===== src/rtl/pulse_stretcher.sv =====
// Per-channel LED pulse stretcher: ON window, forced OFF gap, one-deep event queue, sticky drop flag.
// Optional PULSE_STRETCHER_RETRIGGER_EN: a pulse during ON extends the window instead of queueing.

module pulse_stretcher_lane #(
  parameter int ON_CYCLES  = 4,
  parameter int OFF_CYCLES = 2,
  parameter int CNT_W      = 16
) (
  input  logic clk,
  input  logic reset,
  input  logic pulse,
  output logic led,
  output logic busy,
  output logic dropped
);

  typedef enum logic [1:0] {S_IDLE, S_ON, S_GAP} state_t;

  localparam logic [CNT_W-1:0] ON_LOAD  = CNT_W'(ON_CYCLES - 1);
  localparam logic [CNT_W-1:0] OFF_LOAD = CNT_W'(OFF_CYCLES - 1);

  state_t           state_q, state_d;
  logic [CNT_W-1:0] cnt_q, cnt_d;
  logic             pend_q, pend_d;
  logic             drop_q, drop_d;
  logic             led_q, busy_q;

  always_ff @(posedge clk) begin
    if (reset) begin
      state_q <= S_IDLE;
      cnt_q   <= '0;
      pend_q  <= 1'b0;
      drop_q  <= 1'b0;
      led_q   <= 1'b0;
      busy_q  <= 1'b0;
    end else begin
      state_q <= state_d;
      cnt_q   <= cnt_d;
      pend_q  <= pend_d;
      drop_q  <= drop_d;
      led_q   <= (state_d == S_ON);
      busy_q  <= (state_d != S_IDLE);
    end
  end

  always_comb begin
    state_d = state_q;
    cnt_d   = cnt_q;
    pend_d  = pend_q;
    drop_d  = drop_q;
    case (state_q)
      S_IDLE: begin
        if (pulse) begin
          state_d = S_ON;
          cnt_d   = ON_LOAD;
        end
      end
      S_ON: begin
`ifdef PULSE_STRETCHER_RETRIGGER_EN
        if (pulse) begin
          cnt_d = ON_LOAD;
        end else if (cnt_q == '0) begin
          state_d = S_GAP;
          cnt_d   = OFF_LOAD;
        end else begin
          cnt_d = cnt_q - 1'b1;
        end
`else
        if (cnt_q == '0) begin
          state_d = S_GAP;
          cnt_d   = OFF_LOAD;
        end else begin
          cnt_d = cnt_q - 1'b1;
        end
        if (pulse) begin
          if (pend_q) drop_d = 1'b1;
          else        pend_d = 1'b1;
        end
`endif
      end
      S_GAP: begin
        if (cnt_q == '0) begin
          // Queued event is consumed; a fresh pulse on the same edge re-queues behind it.
          if (pend_q || pulse) begin
            state_d = S_ON;
            cnt_d   = ON_LOAD;
            pend_d  = pend_q & pulse;
          end else begin
            state_d = S_IDLE;
          end
        end else begin
          cnt_d = cnt_q - 1'b1;
          if (pulse) begin
            if (pend_q) drop_d = 1'b1;
            else        pend_d = 1'b1;
          end
        end
      end
      default: begin
        state_d = S_IDLE;
        cnt_d   = '0;
        pend_d  = 1'b0;
      end
    endcase
  end

  assign led     = led_q;
  assign busy    = busy_q;
  assign dropped = drop_q;

endmodule

module pulse_stretcher #(
  parameter int NCH        = 5,
  parameter int ON_CYCLES  = 4,
  parameter int OFF_CYCLES = 2,
  parameter int CNT_W      = 16
) (
  input  logic           clk,
  input  logic           reset,
  input  logic [NCH-1:0] pulse_in,
  output logic [NCH-1:0] led,
  output logic [NCH-1:0] busy,
  output logic [NCH-1:0] dropped
);

  for (genvar g = 0; g < NCH; g++) begin : g_lane
    pulse_stretcher_lane #(
      .ON_CYCLES (ON_CYCLES),
      .OFF_CYCLES(OFF_CYCLES),
      .CNT_W     (CNT_W)
    ) u_lane (
      .clk    (clk),
      .reset  (reset),
      .pulse  (pulse_in[g]),
      .led    (led[g]),
      .busy   (busy[g]),
      .dropped(dropped[g])
    );
  end

endmodule

===== config.mk =====
export PLATFORM = sky130hd
export DESIGN_NAME = pulse_stretcher
export DESIGN_NICKNAME = d
export VERILOG_FILES = /design/src/rtl/pulse_stretcher.sv
export SDC_FILE = /design/constraint.sdc
export NUM_CORES = 1
export LEC_CHECK = 0
export CAP_MARGIN = 10
export CORE_MARGIN = 4
export CORE_UTILIZATION = 50
export CTS_CLUSTER_SIZE = 12
export DETAILED_ROUTE_END_ITERATION = 6
export HOLD_SLACK_MARGIN = 0.15
export PLACE_DENSITY = 0.78
export SLEW_MARGIN = 40
export SYNTH_ARGS = -nofsm -noshare
export SYNTH_HDL_FRONTEND = slang
export SYNTH_HIERARCHICAL = 1
export SYNTH_SLANG_ARGS = --single-unit

===== constraint.sdc =====
create_clock -name clk -period 3.2 [get_ports clk]
set_clock_uncertainty 0.2 [all_clocks]
set_input_delay 0.64 -clock clk [delete_from_list [all_inputs] [get_ports clk]]
set_output_delay 0.64 -clock clk [all_outputs]
set_load 0.01 [all_outputs]

After elaboration in Yosys (flattened, before gate mapping). Index checks and enable logic that the tools add are counted.

Flip-flop bits (word level): 110. Bits of input ports: 7.

Add/subtract/negate cells: 5. Equal/unequal tests: 30. Multiplexer cells: 90. Bitwise operators: 10. Reductions and logical operators: 40.

Operators with widths (count): $mux 16 (20); $pmux 16 s3 (5); $logic_not 16->1 (5); $sub 16x1->16 const B (5); $mux 1 (35); $mux 2 (15); $pmux 2 s3 (5); $reduce_and 2->1 (15); $eq 2x1->1 const B (10); $ne 2x2->1 const B (10); $reduce_bool 2->1 (10); $ne 3x3->1 const B (5); $pmux 1 s3 (5); $eq 2x2->1 const B (5); $logic_not 2->1 (5); $pmux 1 s2 (5); $and 1x1->1 (5); $logic_or 1x1->1 (5); $not 1->1 (5).

Depth between registers and ports, before layout. Gate-level depths: netlist (run 1).

Word-level depth: 5. Depth in mapped cells: 9.

Cells and area by module. Netlist (run 1), hierarchy kept.

By module, submodules not included: pulse_stretcher_lane at g_lane[0].u_lane ... (times used 3, cells an instance 170, area each 1346.3 um^2); pulse_stretcher_lane at g_lane[3].u_lane (times used 1, cells an instance 172, area each 1356.3 um^2); pulse_stretcher_lane at g_lane[4].u_lane (times used 1, cells an instance 158, area each 1262.5 um^2).

Least setup slack after synthesis (run 1). No wires, ideal clock.

Path type: flip-flop to flip-flop. From: register g_lane[4].u_lane.cnt_q[0]. To: register g_lane[4].u_lane.cnt_q[15]. Setup time: 68 ps. Arrival time: 2087 ps. Slack: 844 ps. Cell stages (with the launch flop): 10. Buffers on the path: 2. Period minus slack after synthesis: 2356 ps. Cell sequence: dfxtp_1 inv_1 ha_1 nor4b_1 and4_1 buf_6 or4_4 buf_6 or3_1 o21ai_2.

Cells in the longest elaborated chain, start to end: 3. Elaborated cells on any way between the ends: 7. Classes of those cells: add/sub: 1; eq/ne: 1; mux: 3; reduce/logical: 2.

Ends and longest elaborated chain: from (decl) (RTL line 23) `logic [CNT_W-1:0] cnt_q, cnt_d;`; from (signal assigned) (RTL line 38) `cnt_q <= cnt_d;`; $sub 16x1->16 or $logic_not 16->1 (tied branches); $mux 16 (tied with other cells) (RTL line 82) `if (cnt_q == '0) begin`; $pmux 16 s3 or $reduce_and 2->1 (tied branches).

Parallel ways exist; a longest one is shown, timed or not. A chain may end at the register's enable or synchronous reset.

Final worst setup path (run 1).
From: register g_lane[1].u_lane.cnt_q[0]. To: register g_lane[1].u_lane.cnt_q[14].

Cells in the longest elaborated chain, start to end: 3. Elaborated cells on any way between the ends: 7. Classes of those cells: add/sub: 1; eq/ne: 1; mux: 3; reduce/logical: 2.

Ends and longest elaborated chain (RTL line): from (decl) (23); from (signal assigned) (38); $sub 16x1->16 or $logic_not 16->1 (tied branches); $mux 16 (tied with other cells) (82); $pmux 16 s3 or $reduce_and 2->1 (tied branches).

Parallel ways exist; a longest one is shown, timed or not.

==> summary.txt, run 1 <==
Synthesis
  – Average cell area after synthesis: 7.926 um2
  – Largest area contributor in the synthesized netlist: sky130_fd_sc_hd__dfxtp_1
  – Area share of the largest cell type after synthesis: 33.08%
  – Cells after Synth: 840
  – Number of unique standard cell types used by synthesis: 61
  – Yosys reg bits: 110
  – Yosys warnings: 6
  – Area of the mapped netlist: 6658 um2
  – Top cells by area in the synthesized netlist: sky130_fd_sc_hd__dfxtp_1 (33%), sky130_fd_sc_hd__a21oi_1 (5.6%), sky130_fd_sc_hd__ha_1 (5.5%)
  – Syn Nets: 876
  – Share of synthesized area occupied by flip-flops and latches: 33.08%

Placement
  – Final weighted congestion of routability-driven global placement: 0.9266
  – Placement Cell Area: 6942 um2
  – DP HPWL: 10440 um
  – Number of I/O port buffers: 21

Critical path
  – Crit start category: flip-flop
  – Data arrival time of the critical path: 2.65 ns
  – Required time reported for the critical path endpoint: 3.29 ns
  – CP Capture Type: flip-flop
  – Path type of the worst setup path: flip-flop to flip-flop
  – Critical path peak fanout: 17

Timing
  – Minimum hold slack: 0.2752 ns
  – Post-route setup TNS: 0 ns
  – Setup violators final: 0
  – Post-route clock period utilization: 80.13%
  – Peak clock frequency supported by timing: 390.0 MHz
  – Worst slew margin relative to its limit: 54.63%
  – Post-layout min period: 2.564 ns
  – Number of hold violations in the final report: 0
  – Worst-margin pin slew: 0.6753 ns
  – Pins Over Slew Limit: 0
  – Unrepaired setup endpoints after global routing: false

Floorplan
  – Die W: 123.4 um
  – Placeable Area: 12820 um2
  – Top Ports: 22
  – Starting density of the core: 51.91%
  – Overall die area: 15230 um2
  – Std cell rows: 41
  – Die height: 123.4 um

Cells and area
  – Number of antenna diodes: 0
  – Syn-to-layout area delta: 9.416%
  – Layout filler cell count: 1195
  – Final std cell area, no fill: 7284 um2
  – Layout cells sized above 1: 8.844%
  – # nets final: 879

Clock tree
  – Root buffer selected by CTS: sky130_fd_sc_hd__clkbuf_16
  – Number of buffers inserted during clock tree synthesis: 9
  – Number of buffers added to fix hold violations after cts: 0
  – Clock latency of the later-clocked register in the worst-skew pair: 0.36 ns
  – H-tree levels: 3
  – Post-CTS resize count: 0
  – Clk sink count: 110
  – Clock tree from TritonCTS: done
  – Max Root-Sink Buffers: 2
  – Clock-pin transition on the worst setup and hold timing paths: 0.07 ns
  – Post-CTS setup-driven buffer insertion count: 0

Drt
  – DRC violation total after the first TritonRoute iteration: 655
  – Via total after detailed routing: 6337
  – Mean routed wirelength per cell: 15.14 um
  – Routed via count divided by cell count: 6.213
  – DR DRC count: 0
  – Total Routed Length: 15440 um
  – 1st-pass router iterations: 6
  – Number of antenna-violating nets in the routed design: 0

Global route
  – Wire length of the first global-routing pass: 27010 um
  – Maximum number of pins on one net before global-route repair: 59
  – Overflow left after global routing: 0
  – Antenna violations before repair: 0
  – Via count of the first global-routing pass: 5688
  – Total global routing track utilization: 21.42%

Flow run
  – Maximum Capacitance Violations: 0

Min path
  – Path type of the worst min-delay path: flip-flop to flip-flop

Outcome
  – Status: completed
[through the flow]
step	instances	setup slack (ns)	utilization [%]
finish	1020	0.6360	56.80
global route	1020	0.4526	56.80
CTS	1020	0.6685	56.80
detailed placement	1004	0.4212	54.13
global placement	1004	0.4959	54.13
floorplan	840	0.8444	-
[registers in the layout (all words and copies together), names as in the netlist]
name                   cells
g_lane.u_lane/led          5
g_lane.u_lane/dropped      5
g_lane.u_lane/cnt_q       80
g_lane.u_lane/pend_q       5
g_lane.u_lane/state_q     10
g_lane.u_lane/busy         5
[worst paths after layout]
check	slack (ns)	to	depth (start not counted)	start
worst max-delay path	0.64	g_lane[1].u_lane/cnt_q[14]$_SDFFE_PP0P_	7	g_lane[1].u_lane/cnt_q[0]$_SDFFE_PP0P_
worst min-delay path	0.28	g_lane[4].u_lane/cnt_q[14]$_SDFFE_PP0P_	1	g_lane[4].u_lane/cnt_q[14]$_SDFFE_PP0P_
worst max register to register	0.64	g_lane[1].u_lane/cnt_q[14]$_SDFFE_PP0P_	7	g_lane[1].u_lane/cnt_q[0]$_SDFFE_PP0P_
worst min register to register	0.28	g_lane[4].u_lane/cnt_q[14]$_SDFFE_PP0P_	1	g_lane[4].u_lane/cnt_q[14]$_SDFFE_PP0P_
[layout by cell type, fill, tap and decap left out, types with 5 or more instances in the layout]
cell type	instances
sky130_fd_sc_hd__nor4_1	21
sky130_fd_sc_hd__clkbuf_16	9
sky130_fd_sc_hd__or3b_1	8
sky130_fd_sc_hd__or4_1	13
sky130_fd_sc_hd__o211ai_1	26
sky130_fd_sc_hd__and4_1	8
sky130_fd_sc_hd__a31oi_1	11
sky130_fd_sc_hd__or2_2	8
sky130_fd_sc_hd__dfxtp_1	110
sky130_fd_sc_hd__o2bb2ai_1	5
sky130_fd_sc_hd__nand2_1	70
sky130_fd_sc_hd__nor4_2	7
sky130_fd_sc_hd__buf_4	14
sky130_fd_sc_hd__o31ai_1	8
sky130_fd_sc_hd__nand4_1	9
sky130_fd_sc_hd__nand2b_1	7
sky130_fd_sc_hd__inv_1	42
sky130_fd_sc_hd__a31o_1	8
sky130_fd_sc_hd__o21ai_1	29
sky130_fd_sc_hd__a211oi_1	17
sky130_fd_sc_hd__o41ai_1	11
sky130_fd_sc_hd__nand3_1	21
sky130_fd_sc_hd__a21oi_1	74
sky130_fd_sc_hd__clkdlybuf4s50_1	20
sky130_fd_sc_hd__nor3_1	67
sky130_fd_sc_hd__or3_1	18
sky130_fd_sc_hd__nor2_1	76
sky130_fd_sc_hd__o21ai_0	30
sky130_fd_sc_hd__ha_1	29
sky130_fd_sc_hd__nand3b_1	7
[cells in the mapped netlist, drive strengths merged]
| library cell | n |
|---|---|
| dfxtp | 110 |
| nor2 | 77 |
| a21oi | 74 |
| nor3 | 73 |
| nand2 | 70 |
| o21ai | 64 |
| inv | 42 |
| ha | 29 |
| nor4 | 29 |
| o211ai | 26 |
| nand3 | 24 |
| clkbuf | 22 |
| buf | 20 |
| or3 | 18 |
| a211oi | 17 |
| or4 | 14 |
| nand4 | 12 |
| o41ai | 12 |
| a31o | 11 |
| a31oi | 11 |
| or2 | 10 |
| or3b | 9 |
| and4 | 8 |
| o31ai | 8 |
| nand2b | 7 |
| nand3b | 7 |
| nor4b | 5 |
| o2bb2ai | 5 |
| a311o | 4 |
| o21bai | 4 |
| a22oi | 3 |
| a2111oi | 2 |
| mux2i | 2 |
| nor2b | 2 |
| o22ai | 2 |
| o32ai | 2 |
| a21o | 1 |
| a22o | 1 |
| o211a | 1 |
| o21a | 1 |
| o41a | 1 |
[worst max-delay path, cell delays in order (launching register included)]
cell and delay, ns:
sky130_fd_sc_hd__dfxtp_1 0.43, sky130_fd_sc_hd__inv_1 0.09, sky130_fd_sc_hd__ha_1 0.20, sky130_fd_sc_hd__nor4b_2 0.18, sky130_fd_sc_hd__and4_1 0.41, sky130_fd_sc_hd__nor3_1 0.44
sky130_fd_sc_hd__or3b_1 0.39, sky130_fd_sc_hd__a31oi_1 0.15
[cell families after synthesis]
logic type               count (synthesis)  synth area share, %
buffers and inverters                   84                5.920
AO/OA/AOI/OAI                          250                24.41
adder cells (fa/ha/maj)                 29                5.450
multiplexers                             2               0.3007
AND/OR/NAND/NOR                        365                30.84
flip-flops                             110                33.08
[routing by layer]
layer	GRT usage, %	vias to the layer above	share of wire, %
met4	5.398	0	0.80
met5	0	-	0
met1	30.64	2970	49
met3	4.575	10	5.5
met2	32.86	198	45
li1	-	3159	-
[cell type report]
| class | count | area, um2 | area share (%) |
|---|---|---|---|
| inverters | 42 | 157.7 | 2.164 |
| repair buffers | 34 | 305.3 | 4.191 |
| well taps | 172 | 215.2 | 2.954 |
| multi-input cells | 646 | 4061 | 55.75 |
| flip-flops and latches | 110 | 2202 | 30.23 |
| clock inverters | 4 | 76.32 | 1.048 |
| clock buffers | 12 | 266.5 | 3.659 |
Power of run 1 is not shown: default switching activity piles up to over one toggle a cycle in this logic, so the estimate is an artifact.
==> inputs of run 2 (changes only) <==
==> constraint.sdc (replaced) <==
create_clock -name clk -period 2.4 [get_ports clk]
set_clock_uncertainty 0.2 [all_clocks]
set_input_delay 0.48 -clock clk [delete_from_list [all_inputs] [get_ports clk]]
set_output_delay 0.48 -clock clk [all_outputs]
set_load 0.01 [all_outputs]
==> run 2 against run 1 <==
Setup slack lost 0.50 ns. Routed wire length up 2.9%. Global-route usage is 0.29 points higher. Critical endpoint is now g_lane[4].u_lane/cnt_q[4]$_SDFFE_PP0P_.
==> summary.txt, run 2 (synthesized netlist as in run 1, its figures left out) <==
Outcome
  – Status: completed

Global route
  – Maximum number of pins on one net before global-route repair: 89
  – Antenna violations before repair: 0
  – Wire length of the first global-routing pass: 27450 um
  – Total global routing track utilization: 21.72%
  – Via count of the first global-routing pass: 5907
  – Overflow left after global routing: 0

Timing
  – Worst-margin pin slew: 0.5519 ns
  – Worst slew margin relative to its limit: 62.87%
  – Number of hold violations in the final report: 0
  – Post-layout min period: 2.262 ns
  – Post-route clock period utilization: 94.25%
  – Pins Over Slew Limit: 0
  – Peak clock frequency supported by timing: 442.1 MHz
  – Unrepaired setup endpoints after global routing: false
  – Post-route setup TNS: 0 ns
  – Setup violators final: 0

Cells and area
  – Layout cells sized above 1: 15.67%
  – Commonest cells after routing, fill and taps aside: sky130_fd_sc_hd__dfxtp_1 (110), sky130_fd_sc_hd__nor2_1 (76), sky130_fd_sc_hd__a21oi_1 (74)
  – Most common cell after layout, fill and taps aside: sky130_fd_sc_hd__dfxtp_1
  – # nets final: 937
  – Largest registers in the final layout: g_lane.u_lane/cnt_q (80), g_lane.u_lane/state_q (10)
  – Number of antenna diodes: 0
  – Syn-to-layout area delta: 16.44%
  – Largest register by flop count: g_lane.u_lane/cnt_q
  – Final std cell area, no fill: 7752 um2
  – Max reg flops: 80

Min path
  – Cell depth of the worst min-delay path: 2
  – Path type of the worst min-delay path: flip-flop to flip-flop

Clock tree
  – Number of buffers added to fix hold violations after cts: 0
  – Clock-pin transition on the worst setup and hold timing paths: 0.07 ns
  – Number of buffers inserted during clock tree synthesis: 9
  – Clock latency of the later-clocked register in the worst-skew pair: 0.35 ns
  – Clock tree from TritonCTS: done
  – Max Root-Sink Buffers: 2
  – Root buffer selected by CTS: sky130_fd_sc_hd__clkbuf_16
  – Clk sink count: 110
  – H-tree levels: 3

Drt
  – DRC violation total after the first TritonRoute iteration: 575
  – Total Routed Length: 15880 um
  – DR DRC count: 0
  – Number of antenna-violating nets in the routed design: 0
  – Mean routed wirelength per cell: 14.73 um
  – 1st-pass router iterations: 5
  – Via total after detailed routing: 6566
  – Routed via count divided by cell count: 6.091

Flow run
  – Maximum Capacitance Violations: 0

Critical path
  – Crit start category: flip-flop
  – Data arrival time of the critical path: 2.35 ns
  – Path type of the worst setup path: flip-flop to flip-flop
  – Critical path peak fanout: 7
  – Required time reported for the critical path endpoint: 2.49 ns
  – Worst R2R Path Depth: 7
  – Cell type group with the largest total delay on the critical path: simple AND/OR/NAND/NOR gates
  – Maximum cell stage delay along the critical path: 0.59 ns
  – Sum of buffers and inverters on the critical path: 1
  – Critical-path top delay cell: sky130_fd_sc_hd__or4_4
  – Number of logic stages on the critical path including buffering: 7
  – CP Capture Type: flip-flop
  – Critical path cell sequence: inv_1, ha_2, nor4b_2, and4_4, or4_4, or3_4, o21ai_2

Floorplan
  – Die height: 123.4 um
  – Std cell rows: 41
  – Overall die area: 15230 um2
  – Die W: 123.4 um
  – Starting density of the core: 51.91%
  – Top Ports: 22
  – Placeable Area: 12820 um2

Placement
  – Placement Cell Area: 7367 um2
  – DP HPWL: 10920 um
  – Number of I/O port buffers: 21
  – Final weighted congestion of routability-driven global placement: 0.9132
[run 2: cell count changes in the layout (fill, tap and decap cells not counted), sizes merged]
cell,change
buf,+58
bufinv,-1
clkbuf,+1
clkinv,+2
clkinvlp,-1
inv,-1
[run 2: final cells by class]
class                      instances  area (um2)
multi-input combinational        646        4130
clock inverter                     3       43.79
fill                            1117        5072
sequential                       110        2202
tap                              172       215.2
inverter                          42       157.7
clock buffer                      13       250.2
timing repair buffer              92       753.2
[run 2: path summary, 6_finish.rpt]
path | start | endpoint | slack [ns]
worst max-delay path | g_lane[4].u_lane/cnt_q[1]$_SDFFE_PP0P_ | g_lane[4].u_lane/cnt_q[4]$_SDFFE_PP0P_ | 0.14
worst min register to register | g_lane[1].u_lane/dropped$_SDFFE_PP0P_ | g_lane[1].u_lane/dropped$_SDFFE_PP0P_ | 0.28
worst min-delay path | g_lane[1].u_lane/dropped$_SDFFE_PP0P_ | g_lane[1].u_lane/dropped$_SDFFE_PP0P_ | 0.28
worst max register to register | g_lane[4].u_lane/cnt_q[1]$_SDFFE_PP0P_ | g_lane[4].u_lane/cnt_q[4]$_SDFFE_PP0P_ | 0.14
[run 2: what timing repair did]
action                                  4_1_cts  5_1_grt
gates resized for setup                       0       15
endpoints found under the setup margin        0       35
setup buffers                                 0        3
[run 2: stage by stage]
step	hold slack [ns]	setup slack (ns)	cells	utilization (%)
floorplan	0.2380	0.04443	840	-
global placement	0.2526	0.07494	1059	57.44
detailed placement	0.2660	0.05508	1059	57.44
CTS	0.2832	0.07933	1075	59.74
global route	0.3043	0.003469	1078	60.45
finish	0.2829	0.1380	1078	60.45
[run 2: worst reg2reg max path, delay by kind of cell, from the launching register on]
kind | cells | cell delay [ns]
simple gates | 4 | 1.35
flops | 1 | 0.36
fa+ha+maj | 1 | 0.18
buf+inv | 1 | 0.06
compound gates | 1 | 0.05
[run 2: layer usage]
layer  GRT usage (%)  vias to the layer above  part of all wire, %
met3           5.261                       25                  5.3
met2           33.57                      179                   44
li1                -                     3276                    -
met5               0                        -                    0
met4           6.021                        0                  1.4
met1           30.22                     3086                   49
Power of run 2 is left out for the same reason.
==> inputs of run 3 (changes only) <==
--- a/config.mk
+++ b/config.mk
@@ -5,13 +5,15 @@
 export SDC_FILE = /design/constraint.sdc
 export NUM_CORES = 1
 export LEC_CHECK = 0
+export ABC_CLOCK_PERIOD_IN_PS = 2400
 export CAP_MARGIN = 10
+export CORE_ASPECT_RATIO = 1.5
 export CORE_MARGIN = 4
-export CORE_UTILIZATION = 50
+export CORE_UTILIZATION = 23
 export CTS_CLUSTER_SIZE = 12
 export DETAILED_ROUTE_END_ITERATION = 6
 export HOLD_SLACK_MARGIN = 0.15
-export PLACE_DENSITY = 0.78
+export PLACE_DENSITY = 0.48
 export SLEW_MARGIN = 40
 export SYNTH_ARGS = -nofsm -noshare
 export SYNTH_HDL_FRONTEND = slang
==> run 3 against run 2 <==
Via count shrank 1.1%. Global-route usage down 9.7 points. Die area rose by 110%. Flip-flop and latch count is the same. Sequential share of layout area fell by 1.6 points. Count of clock-buffer cells in the layout fell by 3. Routed wire length up 18%. Register-to-register slack worse by 0.03 ns. Worst hold slack lost 0.011 ns.
==> summary.txt, run 3 (synthesized netlist as in run 1, its figures left out) <==
Outcome
  – Status: completed

Critical path
  – Data arrival time of the critical path: 2.41 ns
  – Required time reported for the critical path endpoint: 2.52 ns
  – Path type of the worst setup path: flip-flop to flip-flop
  – Cell type group with the largest total delay on the critical path: simple AND/OR/NAND/NOR gates
  – Critical path peak fanout: 6
  – Critical path cell sequence: inv_1, ha_2, nor4b_2, and4_1, buf_6, or4_4, or3_4, o21ai_2
  – Critical-path top delay cell: sky130_fd_sc_hd__or4_4
  – CP Capture Type: flip-flop
  – Maximum cell stage delay along the critical path: 0.56 ns
  – Sum of buffers and inverters on the critical path: 2
  – Crit start category: flip-flop

Floorplan
  – Overall die area: 31790 um2
  – Top Ports: 22
  – Std cell rows: 76
  – Die W: 146.9 um
  – Starting density of the core: 23.26%
  – Placeable Area: 28620 um2
  – Die height: 216.4 um

Timing
  – Setup violators final: 0
  – Peak clock frequency supported by timing: 436.6 MHz
  – Post-route setup TNS: 0 ns
  – Number of hold violations in the final report: 0
  – Worst slew margin relative to its limit: 57.79%
  – Pins Over Slew Limit: 0
  – Unrepaired setup endpoints after global routing: true
  – Post-route clock period utilization: 95.43%
  – Worst-margin pin slew: 0.6279 ns
  – Post-layout min period: 2.290 ns

Drt
  – DR DRC count: 0
  – Via total after detailed routing: 6497
  – DRC violation total after the first TritonRoute iteration: 297
  – Number of antenna-violating nets in the routed design: 0
  – Total Routed Length: 18780 um
  – 1st-pass router iterations: 5
  – Routed via count divided by cell count: 4.933
  – Mean routed wirelength per cell: 14.26 um

Clock tree
  – Clk sink count: 110
  – Root buffer selected by CTS: sky130_fd_sc_hd__clkbuf_16
  – Clock tree from TritonCTS: done
  – H-tree levels: 3
  – Clock latency of the later-clocked register in the worst-skew pair: 0.38 ns
  – Number of buffers inserted during clock tree synthesis: 9
  – Number of buffers added to fix hold violations after cts: 0
  – Max Root-Sink Buffers: 2
  – Clock-pin transition on the worst setup and hold timing paths: 0.08 ns

Cells and area
  – Syn-to-layout area delta: 23.29%
  – Number of antenna diodes: 0
  – Layout filler cell count: 3072
  – Commonest cells after routing, fill and taps aside: sky130_fd_sc_hd__dfxtp_1 (110), sky130_fd_sc_hd__buf_4 (89), sky130_fd_sc_hd__nor2_1 (76)
  – Layout cells sized above 1: 17.58%
  – Largest register by flop count: g_lane.u_lane/cnt_q
  – Final core utilization: 28.68%
  – Max reg flops: 80
  – Final std cell area, no fill: 8208 um2
  – Multi-input gate area in the final layout: 4113 um2
  – Seq. cell area: 2202 um2
  – Most common cell after layout, fill and taps aside: sky130_fd_sc_hd__dfxtp_1
  – # nets final: 958
  – Largest registers in the final layout: g_lane.u_lane/cnt_q (80), g_lane.u_lane/state_q (10)

Placement
  – Final weighted congestion of routability-driven global placement: 0.8567
  – DP HPWL: 13910 um
  – Placement Cell Area: 7806 um2
  – Number of I/O port buffers: 21

Power
  – Combinational group share of total power: 67.7%
  – Clock network fraction of design power: 11.7%
  – Largest vdd supply drop: 0.0007197 V
  – Lkg Pwr: 3.049 nW
  – Psw: 6.775 mW
  – Share of total power in sequential cells: 20.6%
  – Total power density per cell area: 1688 nW/um2
  – Switching part of the total power: 48.91%
  – Cell-internal power: 7.077 mW

Flow run
  – Maximum Capacitance Violations: 0

Global route
  – Overflow left after global routing: 0
  – Via count of the first global-routing pass: 6525
  – Total global routing track utilization: 12.04%
  – Wire length of the first global-routing pass: 31840 um
  – Maximum number of pins on one net before global-route repair: 42
  – Antenna violations before repair: 0

Min path
  – Path type of the worst min-delay path: flip-flop to flip-flop
==> run 3: cell count changes in the layout (fill, tap and decap cells not counted), moves of 2 or more <==
cell and change:
sky130_fd_sc_hd__and4_1 +2, sky130_fd_sc_hd__buf_4 +18, sky130_fd_sc_hd__clkbuf_1 -3, sky130_fd_sc_hd__buf_12 +2
sky130_fd_sc_hd__inv_6 +2
==> run 3: path summary, 6_finish.rpt <==
path,depth (start not counted),start,slack [ns],end
worst max register to register,8,g_lane[4].u_lane/cnt_q[0]$_SDFFE_PP0P_,0.11,g_lane[4].u_lane/cnt_q[4]$_SDFFE_PP0P_
worst min-delay path,2,g_lane[0].u_lane/dropped$_SDFFE_PP0P_,0.27,g_lane[0].u_lane/dropped$_SDFFE_PP0P_
worst max-delay path,8,g_lane[4].u_lane/cnt_q[0]$_SDFFE_PP0P_,0.11,g_lane[4].u_lane/cnt_q[4]$_SDFFE_PP0P_
worst min register to register,2,g_lane[0].u_lane/dropped$_SDFFE_PP0P_,0.27,g_lane[0].u_lane/dropped$_SDFFE_PP0P_
==> run 3: metrics by stage <==
| step | power [mW] | hold slack [ns] | instances | setup slack (ns) |
|---|---|---|---|---|
| 2_1_floorplan | 9.050 | 0.2380 | 840 | 0.04443 |
| 3_3_place_gp | 11.98 | 0.2538 | 1295 | -0.3098 |
| 3_5_place_dp | 11.98 | 0.2663 | 1295 | -0.1072 |
| 4_1_cts | 13.74 | 0.2853 | 1312 | 0.009608 |
| 5_1_grt | 15.09 | 0.3109 | 1317 | 0.0003690 |
| 6_report | 13.85 | 0.2723 | 1317 | 0.1097 |
==> run 3: worst reg2reg max path, delay by kind of cell, from the launching register on <==
kind / cells / cell delay (ns)
AO/OA/AOI/OAI: 1 / 0.06
adder cells (fa/ha/maj): 1 / 0.20
buffers and inverters: 2 / 0.20
flip-flops: 1 / 0.33
AND/OR/NAND/NOR: 4 / 1.25
==> run 3: layout make-up <==
type	count	share of cell area, %
sequential	110	26.83
inverter	42	1.921
clock inverter	6	0.8384
clock buffer	10	2.912
tap	390	5.945
timing repair buffer	113	11.45
multi-input combinational	646	50.11
==> run 3: layer usage <==
| layer | up-vias | part of all wire, % | GRT usage (%) |
|---|---|---|---|
| met5 | - | 0 | 0 |
| met4 | 0 | 2.6 | 5.784 |
| met3 | 28 | 2.0 | 1.590 |
| met2 | 87 | 54 | 22.73 |
| met1 | 3073 | 41 | 13.11 |
| li1 | 3309 | - | - |
==> run 3: repair_timing <==
| action | in CTS | in global routing |
|---|---|---|
| gates resized for setup | 3 | 7 |
| pin swaps | 3 | 3 |
| buffers inserted | 1 | 5 |
| endpoints found under the setup margin | 4 | 24 |
==> run 3: power groups by stage <==
stage / combinational [mW] / sequential [mW] / clock [mW]
2_1_floorplan: 6.18 / 2.87 / 0
3_3_place_gp: 9.09 / 2.89 / 0
3_5_place_dp: 9.09 / 2.89 / 0
4_1_cts: 9.18 / 2.85 / 1.70
5_1_grt: 10.4 / 2.94 / 1.75
6_report: 9.38 / 2.85 / 1.61
Note: power is estimated with default switching activity, not from simulation.
